### config.mk
export PLATFORM = sky130hd
export DESIGN_NAME = dual_port_ram
export DESIGN_NICKNAME = d
export VERILOG_FILES = /design/src/rtl/dual_port_ram_pkg.sv /design/src/rtl/dual_port_ram.sv
export SDC_FILE = /design/constraint.sdc
export NUM_CORES = 1
export LEC_CHECK = 0
export CORE_MARGIN = 2
export CORE_UTILIZATION = 55
export DETAILED_ROUTE_END_ITERATION = 10
export MAX_ROUTING_LAYER = met4
export PLACE_DENSITY = 0.77
export SETUP_SLACK_MARGIN = 0.4
export SLEW_MARGIN = 20
export SYNTH_ARGS = -nofsm -noshare
export SYNTH_HDL_FRONTEND = slang
export SYNTH_SLANG_ARGS = --single-unit
### constraint.sdc
create_clock -name i_clk -period 7.6 [get_ports i_clk]
set_clock_uncertainty 0.05 [all_clocks]
set_input_delay 1.14 -clock i_clk [delete_from_list [all_inputs] [get_ports i_clk]]
set_output_delay 1.14 -clock i_clk [all_outputs]
set_load 0.05 [all_outputs]
### src/rtl/dual_port_ram_pkg.sv
// Default geometry for the simple dual-port RAM; parents normally override
// these with the core-wide word width.
package dual_port_ram_pkg;

  localparam int unsigned DEFAULT_XLEN       = 32;
  localparam int unsigned DEFAULT_ADDR_WIDTH = 5;

endpackage : dual_port_ram_pkg

### src/rtl/dual_port_ram.sv
// Simple dual-port synchronous RAM: one write port, one registered read port,
// single clock. Read-first on same-address collisions.
module dual_port_ram
  import dual_port_ram_pkg::*;
#(
  parameter int unsigned XLEN       = DEFAULT_XLEN,
  parameter int unsigned ADDR_WIDTH = DEFAULT_ADDR_WIDTH
) (
  input  logic                  i_clk,
  input  logic                  i_rst_n,
  input  logic                  i_we,
  input  logic [ADDR_WIDTH-1:0] i_wAddr,
  input  logic [XLEN-1:0]       i_dataIn,
  input  logic [ADDR_WIDTH-1:0] i_rAddr,
  output logic [XLEN-1:0]       o_q
);

  localparam int unsigned DEPTH = 1 << ADDR_WIDTH;

  logic [XLEN-1:0] mem_q [DEPTH];

  // Storage has no reset so it maps onto block RAM; writes are held off in reset.
  always_ff @(posedge i_clk) begin
    if (i_rst_n && i_we) begin
      mem_q[i_wAddr] <= i_dataIn;
    end
  end

  // Output register is the only resettable state; samples old contents on collision.
  always_ff @(posedge i_clk) begin
    if (!i_rst_n) begin
      o_q <= '0;
    end else begin
      o_q <= mem_q[i_rAddr];
    end
  end

endmodule : dual_port_ram

==> results of run 1 <==
==> area by class of cell <==
| class | count | area (um^2) | share of cell area |
|---|---|---|---|
| Sequential cell | 1056 | 31400 | 0.695 |
| Multi-Input combinational cell | 575 | 8100 | 0.179 |
| Clock buffer | 133 | 2770 | 0.0614 |
| Tap cell | 950 | 1190 | 0.0263 |
| Timing Repair Buffer | 127 | 1160 | 0.0256 |
| Clock inverter | 57 | 539 | 0.0119 |
| Inverter | 1 | 5.00 | 0.000111 |
| Antenna cell | 1 | 2.50 | 0.0000554 |
==> cell families after synthesis <==
group | Yosys count | synth area share
AOI/OAI and AO/OA | 152 | 0.0282
muxes | 352 | 0.161
DFF | 1056 | 0.789
buffers and inverters | 102 | 0.0137
and+or+nand+nor | 71 | 0.00815
==> registers in the layout, indices dropped and copies added, names as in the netlist <==
name and flops:
o_q 32, mem_q 1024
==> worst max-delay path, stage by stage <==
cell	delay (ns)
buf_2	0.09
buf_4	0.53
nand4b_1	0.92
nor2_4	1.19
==> Yosys cell counts, types with 2 or more instances <==
cell,count,area share
mux2_2,64,0.018
o2111ai_1,8,0.0018
or3_1,2,0.00031
clkbuf_1,52,0.0049
o21ai_0,19,0.0024
nand2_1,19,0.0018
dfxtp_1,32,0.016
a31oi_1,32,0.0050
a22oi_1,32,0.0060
buf_6,10,0.0028
or3b_2,2,0.00044
nand3b_1,3,0.00057
buf_2,26,0.0033
o221ai_1,32,0.0070
edfxtp_1,1024,0.77
o21ai_1,5,0.00063
nor2_1,36,0.0034
buf_4,12,0.0023
a221oi_1,24,0.0053
mux4_2,224,0.13
mux2i_1,64,0.016
==> cell usage in the layout, fill, tap and decap left out, types with 2 or more instances in the layout <==
| cell type | count |
|---|---|
| a31oi_1 | 32 |
| clkinv_2 | 24 |
| nor2_1 | 4 |
| clkdlybuf4s50_1 | 41 |
| clkbuf_8 | 8 |
| o2111ai_1 | 8 |
| edfxtp_1 | 1024 |
| clkinv_1 | 19 |
| dfxtp_1 | 32 |
| clkbuf_1 | 22 |
| buf_4 | 43 |
| mux2i_1 | 64 |
| nand2_1 | 19 |
| o21ai_1 | 5 |
| inv_16 | 2 |
| buf_12 | 2 |
| o221ai_1 | 32 |
| a221oi_1 | 24 |
| or3_1 | 2 |
| nor2_4 | 33 |
| buf_16 | 7 |
| mux4_2 | 224 |
| o21ai_0 | 19 |
| clkinvlp_4 | 2 |
| buf_2 | 32 |
| a22oi_1 | 32 |
| bufinv_16 | 8 |
| mux2_2 | 64 |
| nand3b_1 | 3 |
| or3b_2 | 2 |
| buf_8 | 2 |
| clkbuf_16 | 103 |
==> worst paths after layout <==
kind                                               from                 endpoint  slack [ns]  cells past startpoint
worst max register to register    mem_q[7][2]$_DFFE_PP_        o_q[2]$_SDFF_PN0_        5.55                      4
worst max-delay path                            i_rst_n  mem_q[30][11]$_DFFE_PP_        3.91                      4
worst min register to register  mem_q[16][15]$_DFFE_PP_       o_q[15]$_SDFF_PN0_        0.72                      4
worst min-delay path            mem_q[16][15]$_DFFE_PP_       o_q[15]$_SDFF_PN0_        0.72                      4
==> power by group <==
part           internal [mW]  switching, mW
clock network           2.85           2.15
logic                  0.222          0.405
registers               6.44         0.0245
==> per-layer routing <==
layer / part of all wire / up-vias
li1: - / 7672
met1: 0.36 / 10061
met2: 0.50 / 1194
met3: 0.099 / 229
met4: 0.044 / 0
met5: 0 / -
==> summary.md, run 1 <==
| Metric | Value |
|---|---|
| Outcome | complete, no violations |
| Clock sink count | 1,056 |
| Full die area | 74,500 um^2 |
| Via/cell ratio | 6.61 |
| Pin count of the biggest net entering global routing | 100 |
| Met3 usage | 0.0551 |
| Design area | around 45,000 um^2 |
| Fill cells | 4,550 |
| Sequential share of the synthesized area | 0.789 |
| CP Class | in2reg |
| Cell Area, Synth | 39,800 um^2 |
| Core Util, Final | 0.631 |
| CP Data Arrival Time | ~3.9 ns |
| Synth cell types | 32 |
| Synth Instances | 1,733 |
| Skew-Pair Late Insertion Delay | 0.67 ns |
| Pwr Total | between 10 and 15 mW |
| Yosys reg bits | 1,056 |
| Die width | roughly 270 um |
| Reg clk slew, reported paths | 0.06 ns |
| Min cycle time layout | 3.69 ns |
| MaxCap Viol Count | 0 |
| Placed Area | 41,800 um^2 |
| Setup TNS Final | 0 ns |
| Final antenna-violating net count | 0 |
| DRT Wirelength | 96,500 um |
| Pwr dens | 268 nW/um^2 |
| Initial antenna violation count | 0 |
| Syn avg cell area | 23.0 um^2 |
| Clk buf depth | 3 |
| Worst hold slack | 0.721 ns |
| Core Rows | 98 |
| Slew HR | 0.255 |
| Hold crit path type | reg2reg |
| TritonCTS clock tree | done |
| LEAKAGE | 14.1 nW |
| NumNets Final | about 1,900 |
| GP Congestion | 0.846 |
| Gr busiest metal | met2 |
| Die Y | 273 um |
| Core Area | 71,600 um^2 |
| Total CTS buffers | 101 |
| Met2 GRT Util | 0.432 |
| Area growth, synth to finish | 13.5% |
| CP Max Fanout | 35 |
| Placed Cells | between 2,000 and 3,000 |
| Synth async-reset ratio | 0 |
| Post-cts resize count | 0 |
| Final number of setup-violating endpoints | 0 |
| Max IR drop VDD | 0.195 mV |
| Initial DRC count | 2,801 |
| Port Buffer Count | 76 |
| Hold Buf Count CTS | 0 |
| Slew Limit Fails | 0 |
| DR DRC count | 0 |
| Total Routing Usage GR | 0.270 |
| Post-Place Worst Slack | 3.27 ns |
| RSZ-0062 raised after global routing | false |
| Critical path required time | 7.83 ns |
| Via count | ~19,000 |
| First-pass GRT wire length | 138,000 um |
| Post-synth net total | 1,778 |
| Main synth FF type | edfxtp_1 |
| CTS root buf | clkbuf_16 |
| GRT overflow | 0 |
| Startpoint Class | input pin |
| Finished Layout Cells | between 2,000 and 3,000 |
| GR met1 Demand/Resource | 0.344 |
| H-Tree Depth | 3 |
| Initial Util | 0.556 |
| EDFF count, synth | 1,024 |
| Dpl hpwl | 51,200 um |
| Post-CTS setup buffers | 0 |
| Number of I/O pins | 77 |
| DR WL/cell | ~33 um |
| Final period utilization | 0.486 |
| Worst Setup End Kind | flip-flop |
| Share of cells above drive strength 1 | 0.289 |
| FMAX | roughly 270 MHz |
| Final Hold Viols | 0 |
| Final Worst Setup Slack | 3.91 ns |
| DRT Pass-1 Iters | 5 |
| Slew @ Worst Pin | 1.12 ns |
| Synth Warn # | 0 |
| Vias in the first global route | just under 20,000 |
(Power assumes the default switching activity.)
==> run 2: changes to the inputs <==
--- a/config.mk
+++ b/config.mk
@@ -9,7 +9,7 @@
 export CORE_UTILIZATION = 55
 export DETAILED_ROUTE_END_ITERATION = 10
 export MAX_ROUTING_LAYER = met4
-export PLACE_DENSITY = 0.77
+export PLACE_DENSITY = 0.8
 export SETUP_SLACK_MARGIN = 0.4
 export SLEW_MARGIN = 20
 export SYNTH_ARGS = -nofsm -noshare
==> constraint.sdc (replaced) <==
create_clock -name i_clk -period 3.2 [get_ports i_clk]
set_clock_uncertainty 0.05 [all_clocks]
set_input_delay 0.48 -clock i_clk [delete_from_list [all_inputs] [get_ports i_clk]]
set_output_delay 0.48 -clock i_clk [all_outputs]
set_load 0.05 [all_outputs]
==> run 2 against run 1 <==
Cell area increased by 1.6%. Utilization increased by 1.0 points. Global-route usage decreased by 0.24 points. Flip-flop and latch count unchanged. Via count increased by 1.8%. Register-to-register slack got worse by 4.3 ns. Setup slack got worse by 3.2 ns.
==> summary.md, run 2 (same netlist as run 1, synthesis figures left out) <==
| Metric | Value |
|---|---|
| Worst r2r path cells | 4 (unchanged) |
| DRT Pass-1 Iters | 7 (was 5) |
| Slew HR | 0.222 (was 0.255) |
| Clock sink count | 1,056 (unchanged) |
| Hold crit path type | in2reg (was reg2reg) |
| Switching share of power | 0.209 (was 0.213) |
| Post-CTS setup buffers | 0 (unchanged) |
| H-Tree Depth | 3 (unchanged) |
| Final Hold Viols | 0 (unchanged) |
| Startpoint Class | flip-flop (was input pin) |
| RSZ-0062 raised after global routing | false (unchanged) |
| Most flops, register | mem_q (unchanged) |
| CP Max Fanout | 1 (was 35) |
| Full die area | 74,500 um^2 (unchanged) |
| DR WL/cell | 32.0 um (was 33.3 um) |
| MaxCap Viol Count | 0 (unchanged) |
| Vias in the first global route | 20,226 (was 19,747) |
| Pin count of the biggest net entering global routing | 45 (was 100) |
| Post-Place Worst Slack | 0.379 ns (was 3.27 ns) |
| Worst Setup End Kind | output pin (was flip-flop) |
| Slew @ Worst Pin | 1.16 ns (was 1.12 ns) |
| Total Routing Usage GR | 0.268 (was 0.270) |
| Pwr dens | 623 nW/um^2 (was 268 nW/um^2) |
| Crit path max-delay family | buffers and inverters (was simple AND/OR/NAND/NOR gates) |
| Final antenna-violating net count | 0 (unchanged) |
| CP Data Arrival Time | 1.94 ns (was 3.93 ns) |
| GP Congestion | 0.781 (was 0.846) |
| Port Buffer Count | 76 (unchanged) |
| Most frequent cells in the layout | 1,024 x edfxtp_1, 224 x mux4_2, 104 x clkbuf_16 (was 1,024 x edfxtp_1, 224 x mux4_2, 103 x clkbuf_16) |
| Final Worst Setup Slack | 0.729 ns (was 3.91 ns) |
| Worst Path Buf+Inv | 1 (was 2) |
| Min cycle time layout | 2.47 ns |
| Initial DRC count | 2,598 (was 2,801) |
| First-pass GRT wire length | 138,000 um (about the same) |
| Hold Buf Count CTS | 0 (unchanged) |
| Internal | 22.6 mW (was 9.51 mW) |
| Share of cells above drive strength 1 | 0.303 (was 0.289) |
| DR DRC count | 0 (unchanged) |
| Placed Area | 42,700 um^2 (was 41,800 um^2) |
| Logic pwr share | 0.053 (was 0.052) |
| R2r setup slk | 1.30 ns (was 5.55 ns) |
| Slew Limit Fails | 0 (unchanged) |
| Via/cell ratio | 6.59 (was 6.61) |
| Skew-Pair Late Insertion Delay | 0.67 ns (about the same) |
| Total CTS buffers | 101 (unchanged) |
| Post-cts resize count | 0 (unchanged) |
| NumNets Final | 1,967 (was 1,907) |
| Setup TNS Final | 0 ns (unchanged) |
| Worst Setup SP | o_q[12]$_SDFF_PN0_ (was i_rst_n) |
| Clk pwr share | 0.411 (was 0.414) |
| Design area | 45,900 um^2 (was 45,200 um^2) |
| Pwr Total | 28.6 mW (was 12.1 mW) |
| FMAX | 405 MHz |
| Hold Crit Start | i_dataIn[18] (was mem_q[16][15]$_DFFE_PP_) |
| Crit path depth | 1 (was 4) |
| Critical path required time | 2.67 ns (was 7.83 ns) |
| Reg clk slew, reported paths | 0.07 ns (was 0.06 ns) |
| Outcome | complete, no violations (unchanged) |
| Hold depth | 1 (was 4) |
| Largest register FFs | 1,024 (unchanged) |
| DRT Wirelength | 94,800 um (was 96,500 um) |
| Largest regs | mem_q (1024), o_q (32) (unchanged) |
| Area growth, synth to finish | 15.4% (was 13.5%) |
| CP max stage delay | 0.88 ns (was 1.19 ns) |
| Core Rows | 98 (unchanged) |
| Die Y | 273 um (unchanged) |
| Die width | 273 um (unchanged) |
| Final period utilization | 0.772 |
| Worst-path cell chain | clkdlybuf4s50_1 (was buf_2 -> buf_4 -> nand4b_1 -> nor2_4) |
| Max IR drop VDD | 0.471 mV (was 0.195 mV) |
| Final number of setup-violating endpoints | 0 (unchanged) |
| Clk buf depth | 3 (unchanged) |
| Fill cells | 4,451 (was 4,550) |
| R2r startpoint | mem_q[0][18]$_DFFE_PP_ (was mem_q[7][2]$_DFFE_PP_) |
| CTS root buf | clkbuf_16 (unchanged) |
| Sequential Power Share | 0.536 (was 0.535) |
| Number of I/O pins | 77 (unchanged) |
| Core Area | 71,600 um^2 (unchanged) |
| R2R Path End | o_q[18]$_SDFF_PN0_ (was o_q[2]$_SDFF_PN0_) |
| Initial Util | 0.556 (unchanged) |
| Slowest CP cell | clkdlybuf4s50_1 (was nor2_4) |
| Worst hold endpoint | mem_q[17][18]$_DFFE_PP_ (was o_q[15]$_SDFF_PN0_) |
| Initial antenna violation count | 3 (was 0) |
| Via count | 19,499 (was 19,156) |
| CP Class | reg2out (was in2reg) |
| GRT overflow | 0 (unchanged) |
| LEAKAGE | 14.4 nW (was 14.1 nW) |
| Commonest non-fill, non-tap cell in the layout | edfxtp_1 (unchanged) |
| Dpl hpwl | 52,600 um (was 51,200 um) |
| Psw | 5.98 mW (was 2.58 mW) |
| TritonCTS clock tree | done (unchanged) |
| Worst hold slack | 0.279 ns (was 0.721 ns) |
-- run 2: area by class of cell --
| class | instances | area, um^2 | share of cell area |
|---|---|---|---|
| antenna | 2 | 5.00 | 0.000109 |
| clock buffer | 130 | 2800 | 0.0610 |
| timing repair buffer | 187 | 1920 | 0.0419 |
| clock inverter | 58 | 483 | 0.0105 |
| multi-input combinational | 575 | 8100 | 0.177 |
| inverter | 1 | 5.00 | 0.000109 |
| sequential | 1056 | 31400 | 0.684 |
| tap | 950 | 1190 | 0.0259 |
-- run 2: through the flow --
step / util / std cells
global route: 0.641 / 2959
CTS: 0.642 / 2957
finish: 0.641 / 2959
global placement: 0.596 / 2769
floorplan: - / 1733
detailed placement: 0.596 / 2769
-- run 2: worst max path at each step --
stage / end / slack, ns
after floorplan: mem_q[12][0]$_DFFE_PP_ / 0.10
after global placement: o_q[25]$_SDFF_PN0_ / 0.40
after detailed placement: o_q[25]$_SDFF_PN0_ / 0.38
after CTS: o_q[12] / 0.69
after global routing: o_q[21] / 0.65
final: o_q[12] / 0.73
-- run 2: per-layer routing --
metal  global-route usage  part of all wire  up-vias
met1                0.346              0.36    10237
met5                    -                 0        -
met3               0.0494             0.096      221
li1                     -                 -     7803
met4                0.108             0.042        0
met2                0.426              0.50     1238
-- run 2: power groups by stage --
stage	Clock, mW	Sequential [mW]	Combinational (mW)
after floorplan	0	15.7	0.733
after global placement	0	15.6	1.46
after detailed placement	0	15.6	1.50
after CTS	11.9	15.3	1.52
after global routing	12.4	15.3	1.60
final	11.7	15.3	1.52
==> run 3: changes to the inputs <==
==> constraint.sdc (replaced) <==
create_clock -name i_clk -period 2.2 [get_ports i_clk]
set_clock_uncertainty 0.05 [all_clocks]
set_input_delay 0.33 -clock i_clk [delete_from_list [all_inputs] [get_ports i_clk]]
set_output_delay 0.33 -clock i_clk [all_outputs]
set_load 0.05 [all_outputs]
==> run 3 against run 2 <==
Die area unchanged. First-iteration DRC count up 8.1%. Cell area up 3.7%. Critical path depth up 4. Cell count up 3.4%. Utilization up 2.4 points. Clock power up 47%. Critical path type is now reg2reg. Critical endpoint is now o_q[19]$_SDFF_PN0_.
==> summary.md, run 3 (same netlist as run 1, synthesis figures left out) <==
| Metric | Value |
|---|---|
| Most flops, register | mem_q (unchanged) |
| Total Routing Usage GR | 0.279 (was 0.268) |
| Max IR drop VDD | 0.832 mV (was 0.471 mV) |
| Critical path required time | 2.64 ns (was 2.67 ns) |
| Placed Cells | 2,876 (was 2,769) |
| Worst hold slack | 0.197 ns (was 0.279 ns) |
| Die width | 273 um (unchanged) |
| Final antenna-violating net count | 0 (unchanged) |
| DRT Pass-1 Iters | 5 (was 7) |
| Post-CTS setup buffers | 0 (unchanged) |
| FMAX | between 500 and 600 MHz |
| Internal | 33.1 mW (was 22.6 mW) |
| Logic pwr share | 0.059 (was 0.053) |
| Pwr dens | 883 nW/um^2 (was 623 nW/um^2) |
| CP Data Arrival Time | 2.31 ns (was 1.94 ns) |
| Pin count of the biggest net entering global routing | 35 (was 45) |
| Clock sink count | 1,056 (unchanged) |
| Initial Util | 0.556 (unchanged) |
| Initial DRC count | 2,809 (was 2,598) |
| Clk buf depth | 3 (unchanged) |
| Fill cells | 4,264 (was 4,451) |
| Psw | 8.88 mW (was 5.98 mW) |
| Outcome | complete, no violations (unchanged) |
| Commonest non-fill, non-tap cell in the layout | edfxtp_1 (unchanged) |
| Slew Limit Fails | 0 (unchanged) |
| Vias in the first global route | 21,188 (was 20,226) |
| DR DRC count | 0 (unchanged) |
| R2r setup slk | 0.33 ns (was 1.30 ns) |
| Clk pwr share | 0.410 (was 0.411) |
| DR WL/cell | 32.5 um (was 32.0 um) |
| Final Worst Setup Slack | 0.331 ns (was 0.729 ns) |
| Final period utilization | 0.850 |
| CP Class | reg2reg (was reg2out) |
| H-Tree Depth | 3 (unchanged) |
| Most frequent cells in the layout | 1,024 x edfxtp_1, 224 x mux4_2, 128 x buf_4 (was 1,024 x edfxtp_1, 224 x mux4_2, 104 x clkbuf_16) |
| TritonCTS clock tree | done (unchanged) |
| Largest register FFs | 1,024 (unchanged) |
| Number of I/O pins | 77 (unchanged) |
| MaxCap Viol Count | 0 (unchanged) |
| Startpoint Class | flip-flop (unchanged) |
| Via count | 20,135 (was 19,499) |
| Final Hold Viols | 0 (unchanged) |
| CTS root buf | clkbuf_16 (unchanged) |
| Skew-Pair Late Insertion Delay | 0.66 ns (was 0.67 ns) |
| Dpl hpwl | 57,300 um (was 52,600 um) |
| Switching share of power | 0.211 (was 0.209) |
| Core Rows | 98 (unchanged) |
| Slew @ Worst Pin | 0.745 ns (was 1.16 ns) |
| LEAKAGE | 15.3 nW (was 14.4 nW) |
| Min cycle time layout | about 1.9 ns |
| Hold crit path type | in2reg (unchanged) |
| Core Area | 71,600 um^2 (unchanged) |
| Initial antenna violation count | 0 (was 3) |
| Area growth, synth to finish | 19.7% (was 15.4%) |
| Pwr Total | 42.0 mW (was 28.6 mW) |
| NumNets Final | 2,072 (was 1,967) |
| Port Buffer Count | 76 (unchanged) |
| Via/cell ratio | 6.58 (was 6.59) |
| DRT Wirelength | 99,400 um (was 94,800 um) |
| Finished Layout Cells | 3,061 (was 2,959) |
| Sequential Power Share | 0.531 (was 0.536) |
| GP Congestion | 0.837 (was 0.781) |
| Total CTS buffers | 99 (was 101) |
| Share of cells above drive strength 1 | 0.355 (was 0.303) |
| Worst Setup End Kind | flip-flop (was output pin) |
| Die Y | 273 um (unchanged) |
| Slew HR | 0.501 (was 0.222) |
| First-pass GRT wire length | 144,000 um (was 138,000 um) |
| Final number of setup-violating endpoints | 0 (unchanged) |
| Hold Buf Count CTS | 0 (unchanged) |
| Reg clk slew, reported paths | 0.06 ns (was 0.07 ns) |
| Largest regs | mem_q (1024), o_q (32) (unchanged) |
| RSZ-0062 raised after global routing | true (was false) |
| Full die area | 74,500 um^2 (unchanged) |
| Post-Place Worst Slack | -0.189 ns (was 0.379 ns) |
| GRT overflow | 0 (unchanged) |
| CP Max Fanout | 1 (unchanged) |
| Core Util, Final | 0.665 (was 0.641) |
run 3: cell types whose count changed in the layout (fill, tap and decap cells not counted), moves of 4 or more:
cell             delta
o221ai_2            +8
clkinv_1            -6
o221ai_1           -10
mux2_4              +5
clkdlybuf4s15_2    +10
buf_4              +47
clkbuf_8            -4
clkdlybuf4s50_1    -22
buf_2               +4
mux2_2              -5
clkinv_2            -5
buf_12             +63
run 3: power groups by stage:
stage / sequential (mW) / clock, mW / combinational [mW]
3_3_place_gp: 22.7 / 0 / 2.34
4_1_cts: 22.3 / 17.4 / 2.44
5_1_grt: 22.3 / 18.1 / 2.59
2_1_floorplan: 22.9 / 0 / 1.09
6_report: 22.3 / 17.2 / 2.48
3_5_place_dp: 22.7 / 0 / 2.42
run 3: worst paths after layout:
path,start,endpoint,depth (start not counted)
worst min-delay path,i_rst_n,o_q[27]$_SDFF_PN0_,4
worst max register to register,mem_q[3][19]$_DFFE_PP_,o_q[19]$_SDFF_PN0_,5
worst max-delay path,mem_q[3][19]$_DFFE_PP_,o_q[19]$_SDFF_PN0_,5
worst min register to register,mem_q[22][4]$_DFFE_PP_,o_q[4]$_SDFF_PN0_,3
run 3: metal layers:
metal / vias up / global-route usage / wire length (um)
met4: 0 / 0.105 / 3770
met3: 243 / 0.0467 / 8160
met2: 1241 / 0.456 / 51000
met1: 10642 / 0.355 / 36400
li1: 8009 / - / -
met5: - / - / 0
run 3: worst max-delay path, stage by stage (launching register included):
cell and delay, ns:
edfxtp_1 0.37, mux4_2 0.48, mux2_4 0.34, o221ai_4 0.25, buf_6 0.15, a31oi_1 0.06
run 3: layout make-up:
class / instances / area [um^2] / share of cell area
Antenna cell: 2 / 5.00 / 0.000105
Clock inverter: 56 / 576 / 0.0121
Inverter: 1 / 5.00 / 0.000105
Timing Repair Buffer: 294 / 3500 / 0.0735
Tap cell: 950 / 1190 / 0.0250
Multi-Input combinational cell: 575 / 8240 / 0.173
Sequential cell: 1056 / 31400 / 0.659
Clock buffer: 127 / 2710 / 0.0568
run 3: per-stage QoR:
| step | area [um^2] | setup TNS, ns |
|---|---|---|
| 5_1_grt | 47600 | 0 |
| 3_3_place_gp | 44300 | -5.90 |
| 2_1_floorplan | 40000 | -44.99 |
| 3_5_place_dp | 44300 | -18.07 |
| 4_1_cts | 47500 | 0 |
| 6_report | 47600 | 0 |
run 3: repair_timing:
item	4_1_cts	5_1_grt
pin swaps	0	3
setup endpoints to repair	39	16
resized for setup	153	14
